===== src/rtl/pc_redirect_controller.sv =====
// -----------------------------------------------------------------------------
// pc_redirect_controller
//
// Turns a taken branch/jump resolved in EX into a single-cycle PC redirect and
// IF/ID + ID/EX flush. A redirect seen while the pipeline is stalled is held
// in PENDING until the stall clears, so the pulse never lands on a frozen
// pipeline. Only one redirect can be outstanding at a time.
//
// States: RUN -> (REDIRECT | PENDING); PENDING -> REDIRECT; REDIRECT -> RUN.
//
// Ports
//   CLK             in   1  clock, all state on rising edge
//   RESET_N         in   1  synchronous active-low reset
//   EX_VALID        in   1  EX holds a real (non-bubble) instruction
//   BRANCH_JUMP     in   3  branch/jump class of the EX instruction
//   PC_SEL          in   1  taken decision for the EX instruction
//   TARGET_ADDR     in  32  branch/jump target computed in EX
//   STALL_REQ       in   1  pipeline frozen this cycle
//   PC_LOAD         out  1  one-cycle pulse: PC loads PC_NEXT
//   PC_NEXT         out 32  registered redirect address
//   FLUSH_IF_ID     out  1  bubble the IF/ID register
//   FLUSH_ID_EX     out  1  bubble the ID/EX register
//   BUSY            out  1  high in any state other than RUN
//   BJ_EVAL_COUNT   out 32  (BJ_STATS_EN only) evaluated branches, saturating
//   BJ_TAKEN_COUNT  out 32  (BJ_STATS_EN only) redirects issued, saturating
//
// Optional feature: define BJ_STATS_EN to add the two statistics counters.
// -----------------------------------------------------------------------------
module pc_redirect_controller (
    input  logic        CLK,
    input  logic        RESET_N,
    input  logic        EX_VALID,
    input  logic [2:0]  BRANCH_JUMP,
    input  logic        PC_SEL,
    input  logic [31:0] TARGET_ADDR,
    input  logic        STALL_REQ,
    output logic        PC_LOAD,
    output logic [31:0] PC_NEXT,
    output logic        FLUSH_IF_ID,
    output logic        FLUSH_ID_EX,
    output logic        BUSY
`ifdef BJ_STATS_EN
    ,
    output logic [31:0] BJ_EVAL_COUNT,
    output logic [31:0] BJ_TAKEN_COUNT
`endif
);

    // Value of the `NO macro from encodings.v (not a branch or jump).
    localparam logic [2:0] BJ_NO = 3'b000;

    localparam logic [1:0] ST_RUN      = 2'd0;
    localparam logic [1:0] ST_PENDING  = 2'd1;
    localparam logic [1:0] ST_REDIRECT = 2'd2;

    logic [1:0]  state_q, state_d;
    logic [31:0] pc_next_q, pc_next_d;
    logic        is_bj;
    logic        detect;

    assign is_bj  = (BRANCH_JUMP != BJ_NO);
    assign detect = (state_q == ST_RUN) && EX_VALID && is_bj && PC_SEL;

    // Next-state logic. The target is captured only at detection, so PENDING
    // keeps the original target even if EX moves on or TARGET_ADDR changes.
    always_comb begin
        state_d   = state_q;
        pc_next_d = pc_next_q;
        case (state_q)
            ST_RUN: begin
                if (detect) begin
                    pc_next_d = TARGET_ADDR;
                    state_d   = STALL_REQ ? ST_PENDING : ST_REDIRECT;
                end
            end
            ST_PENDING: begin
                if (!STALL_REQ) begin
                    state_d = ST_REDIRECT;
                end
            end
            ST_REDIRECT: begin
                // Flush wins over stall downstream, so the pulse is never held.
                state_d = ST_RUN;
            end
            default: begin
                // Unused encoding: fall back to RUN without issuing a redirect.
                state_d = ST_RUN;
            end
        endcase
    end

    always_ff @(posedge CLK) begin
        if (!RESET_N) begin
            state_q   <= ST_RUN;
            pc_next_q <= 32'h0;
        end else begin
            state_q   <= state_d;
            pc_next_q <= pc_next_d;
        end
    end

    // Outputs decode straight from the state register, so they are glitch-free
    // and exactly one cycle wide in REDIRECT.
    assign PC_LOAD     = (state_q == ST_REDIRECT);
    assign FLUSH_IF_ID = (state_q == ST_REDIRECT);
    assign FLUSH_ID_EX = (state_q == ST_REDIRECT);
    assign BUSY        = (state_q != ST_RUN);
    assign PC_NEXT     = pc_next_q;

`ifdef BJ_STATS_EN
    logic [31:0] eval_cnt_q;
    logic [31:0] taken_cnt_q;
    logic        eval_inc;
    logic        taken_inc;

    // A branch counts as evaluated only when EX actually advances in RUN.
    assign eval_inc  = (state_q == ST_RUN) && EX_VALID && is_bj && !STALL_REQ;
    assign taken_inc = (state_d == ST_REDIRECT) && (state_q != ST_REDIRECT);

    always_ff @(posedge CLK) begin
        if (!RESET_N) begin
            eval_cnt_q  <= 32'h0;
            taken_cnt_q <= 32'h0;
        end else begin
            if (eval_inc && (eval_cnt_q != 32'hFFFF_FFFF)) begin
                eval_cnt_q <= eval_cnt_q + 32'd1;
            end
            if (taken_inc && (taken_cnt_q != 32'hFFFF_FFFF)) begin
                taken_cnt_q <= taken_cnt_q + 32'd1;
            end
        end
    end

    assign BJ_EVAL_COUNT  = eval_cnt_q;
    assign BJ_TAKEN_COUNT = taken_cnt_q;
`else
    // Statistics build option off: no counters and no extra ports.
`endif

endmodule

===== config.mk =====
export PLATFORM = sky130hd
export DESIGN_NAME = pc_redirect_controller
export DESIGN_NICKNAME = d
export VERILOG_FILES = /design/src/rtl/pc_redirect_controller.sv
export SDC_FILE = /design/constraint.sdc
export NUM_CORES = 1
export LEC_CHECK = 0
export CAP_MARGIN = 10
export CORE_MARGIN = 4
export CORE_UTILIZATION = 35
export DETAILED_ROUTE_END_ITERATION = 6
export GPL_TIMING_DRIVEN = 0
export PLACE_DENSITY = 0.69
export SLEW_MARGIN = 40
export SYNTH_ARGS = -nofsm -noshare
export SYNTH_HDL_FRONTEND = slang
export SYNTH_SLANG_ARGS = --single-unit

===== constraint.sdc =====
create_clock -name CLK -period 4.5 [get_ports CLK]
set_clock_uncertainty 0.1 [all_clocks]
set_input_delay 0.45 -clock CLK [delete_from_list [all_inputs] [get_ports CLK]]
set_output_delay 0.45 -clock CLK [all_outputs]
set_load 0.1 [all_outputs]

==> results.json <==
{
  "outcome": "completed",
  "drc_errors": 0,
  "viasPerCell": 4.48,
  "insertion_delay_ns": 0.28,
  "syn_area_per_cell_um2": 9.26,
  "hold_ws_ns": 0.356,
  "yosysTopAreaCell": "dfxtp_1",
  "synth-simple-area-share": 0.208,
  "power_density_nw_per_um2": 384,
  "critPathMaxStageDelay_ns": 0.41,
  "crit_arrival_ns": 1.40,
  "post_cts_resized": 0,
  "num_io_pins": 76,
  "startpoint_type": "register",
  "syn_nets": 191,
  "synth_xor_area_frac": 0,
  "cp_num_buf_inv": 2,
  "synth_top_family_by_area": "multiplexers",
  "numClockSinks": 34,
  "initial_core_util": 0.371,
  "synth.distinct_cells": 13,
  "crit_type": "register to primary output",
  "ctsHoldBuffers": 0,
  "cp_cell_sequence": "nor2b_1 -> buf_4 -> buf_2",
  "hold_viol_final": 0,
  "nNetsFinal": 272,
  "fillers": 350,
  "preCtsSetupSlack_ns": 2.43,
  "drv_cap": 0,
  "netlist_area_um2": 1400,
  "peakVddDrop_mv": 0.254,
  "dr_total_vias": 1258,
  "fin_tns_setup_ns": 0,
  "die-area_um2": 5070,
  "die_x_um": 71.2,
  "wl_mm": 3.42,
  "slew_viol_final": 0,
  "synthTopCellsByArea": "dfxtp_1 49%, mux2i_1 23%, nand2_1 17%",
  "finalCriticalPeriod_ns": 1.95,
  "core_area_um2": 3770,
  "die_h_um": 71.2,
  "cts_tree": "built",
  "slew_headroom": 0.667,
  "rsz0062_at_grt": "false",
  "p_leak_nw": 0.977,
  "fin_crit_sh": 0.434,
  "n_antenna_cell": 0,
  "drive_above_1_share": 0.219,
  "grt_pass1_wl_mm": 5.52,
  "tightest_slew_ns": 0.498,
  "cp.required_ns": 3.95,
  "setup_viol_count_final": 0,
  "setup_slack_ns": 2.55,
  "cts_buffers": 5,
  "cp-end-kind": "primary output",
  "postCtsSetupRepairBufs": 0,
  "area_delta_synth_final_pct": 52.1,
  "post_drt_wl_per_cell_um": 12.2,
  "ys_seq_area_frac": 0.487,
  "rows": 22,
  "clk_pin_slew_ns": 0.07,
  "ctsRootBufferMaster": "clkbuf_8",
  "synthMuxAreaShare": 0.229,
  "cts_max_path_buffers": 2,
  "synthAdderAreaFrac": 0,
  "htree_levels": 2,
  "yosysTopAreaCellShare": 0.487,
  "grt_pass1_vias": 1238,
  "yosysWarnings": 0,
  "dpl.hpwl_mm": 2.65,
  "crit_path_top_delay_cell": "buf_2",
  "grt_use_total": 0.135,
  "min_path_type": "register to register",
  "drtPass1Iterations": 3,
  "grt_max_degree": 12,
  "cp_max_fo": 4,
  "synth-compound-area-share": 0.0143,
  "syn_inst": 151,
  "io_buffers": 74,
  "max_freq_mhz": 512,
  "critPathTopFamily": "buffers and inverters",
  "grt.overflow.total": 0,
  "ant_nets": 0,
  "place.gp.congestion": 0.715,
  "antenna_found_initial": 0,
  "drt-initial-drc-count": 45,
  "ys_seq_elements": 34
}
[worst min-delay path, delay by kind of cell (launching register included)]
family	cells	cell delay, ns
flops	1	0.31
mux	1	0.05
simple gates	1	0.05
[where the power goes]
group | internal (mW) | switching [mW] | total (mW)
logic | 0.0634 | 0.159 | 0.223
clock network | 0.163 | 0.107 | 0.270
registers | 0.317 | 0.00766 | 0.324
[per-stage QoR]
step,power [mW],instances,instance area (µm²),utilization
2_1_floorplan,0.496,151,1400,-
3_3_place_gp,0.568,273,2200,0.583
3_5_place_dp,0.555,273,2020,0.536
4_1_cts,0.830,281,2130,0.564
5_1_grt,0.850,281,2130,0.564
6_report,0.816,281,2130,0.564
[registers in the layout, indices dropped and copies added (netlist names)]
register / count
PC_NEXT: 32
state_q: 2
[cells by family (layout without fill, tap and decap cells)]
kind of cell           count (synthesis)  after routing
buffers and inverters                 12             94
and+or+nand+nor                       71             71
AOI/OAI and AO/OA                      2              2
muxes                                 32             32
DFF                                   34             34
[synthesized netlist by cell type]
cell and number:
nand2_1 65, dfxtp_1 34, mux2i_1 32, clkbuf_1 7
buf_8 3, buf_4 2, o211a_1 2, and2b_1 1
nor2_1 1, nor2b_1 1, nor3_1 1, nor3_4 1
or2_4 1
[area by class of cell]
type                       count  area (µm²)  area share
tap                           48        60.1      0.0282
clock buffer                   5        68.8      0.0323
buffer                        12        86.3      0.0406
sequential                    34         681       0.320
clock inverter                 3        40.0      0.0188
multi-input combinational    105         632       0.297
timing repair buffer          74         561       0.263
[layout by cell type, fill, tap and decap left out, types with 2 or more instances in the layout]
cell type / Yosys / layout
buf_2: 0 / 36
clkbuf_1: 7 / 7
clkdlybuf4s50_1: 0 / 38
dfxtp_1: 34 / 34
clkbuf_8: 0 / 5
buf_4: 2 / 2
o211a_1: 2 / 2
nand2_1: 65 / 65
mux2i_1: 32 / 32
clkinv_2: 0 / 2
buf_8: 3 / 3
[final timing paths]
check                                               from                        to  slack (ns)  cells past startpoint
worst max-delay path             state_q[1]$_SDFFE_PN0P_                   PC_LOAD        2.55                      3
worst min-delay path            PC_NEXT[12]$_SDFFE_PN0P_  PC_NEXT[12]$_SDFFE_PN0P_        0.36                      2
worst max register to register   state_q[1]$_SDFFE_PN0P_  PC_NEXT[14]$_SDFFE_PN0P_        2.82                      4
worst min register to register  PC_NEXT[12]$_SDFFE_PN0P_  PC_NEXT[12]$_SDFFE_PN0P_        0.36                      2
[layer usage]
metal	wire (µm)	up-vias	track usage
li1	-	647	-
met1	1410	562	0.149
met2	1650	45	0.233
met3	331	4	0.0645
met4	27	0	0.0313
met5	0	-	0
No activity file was read; power rests on OpenSTA's default activity.
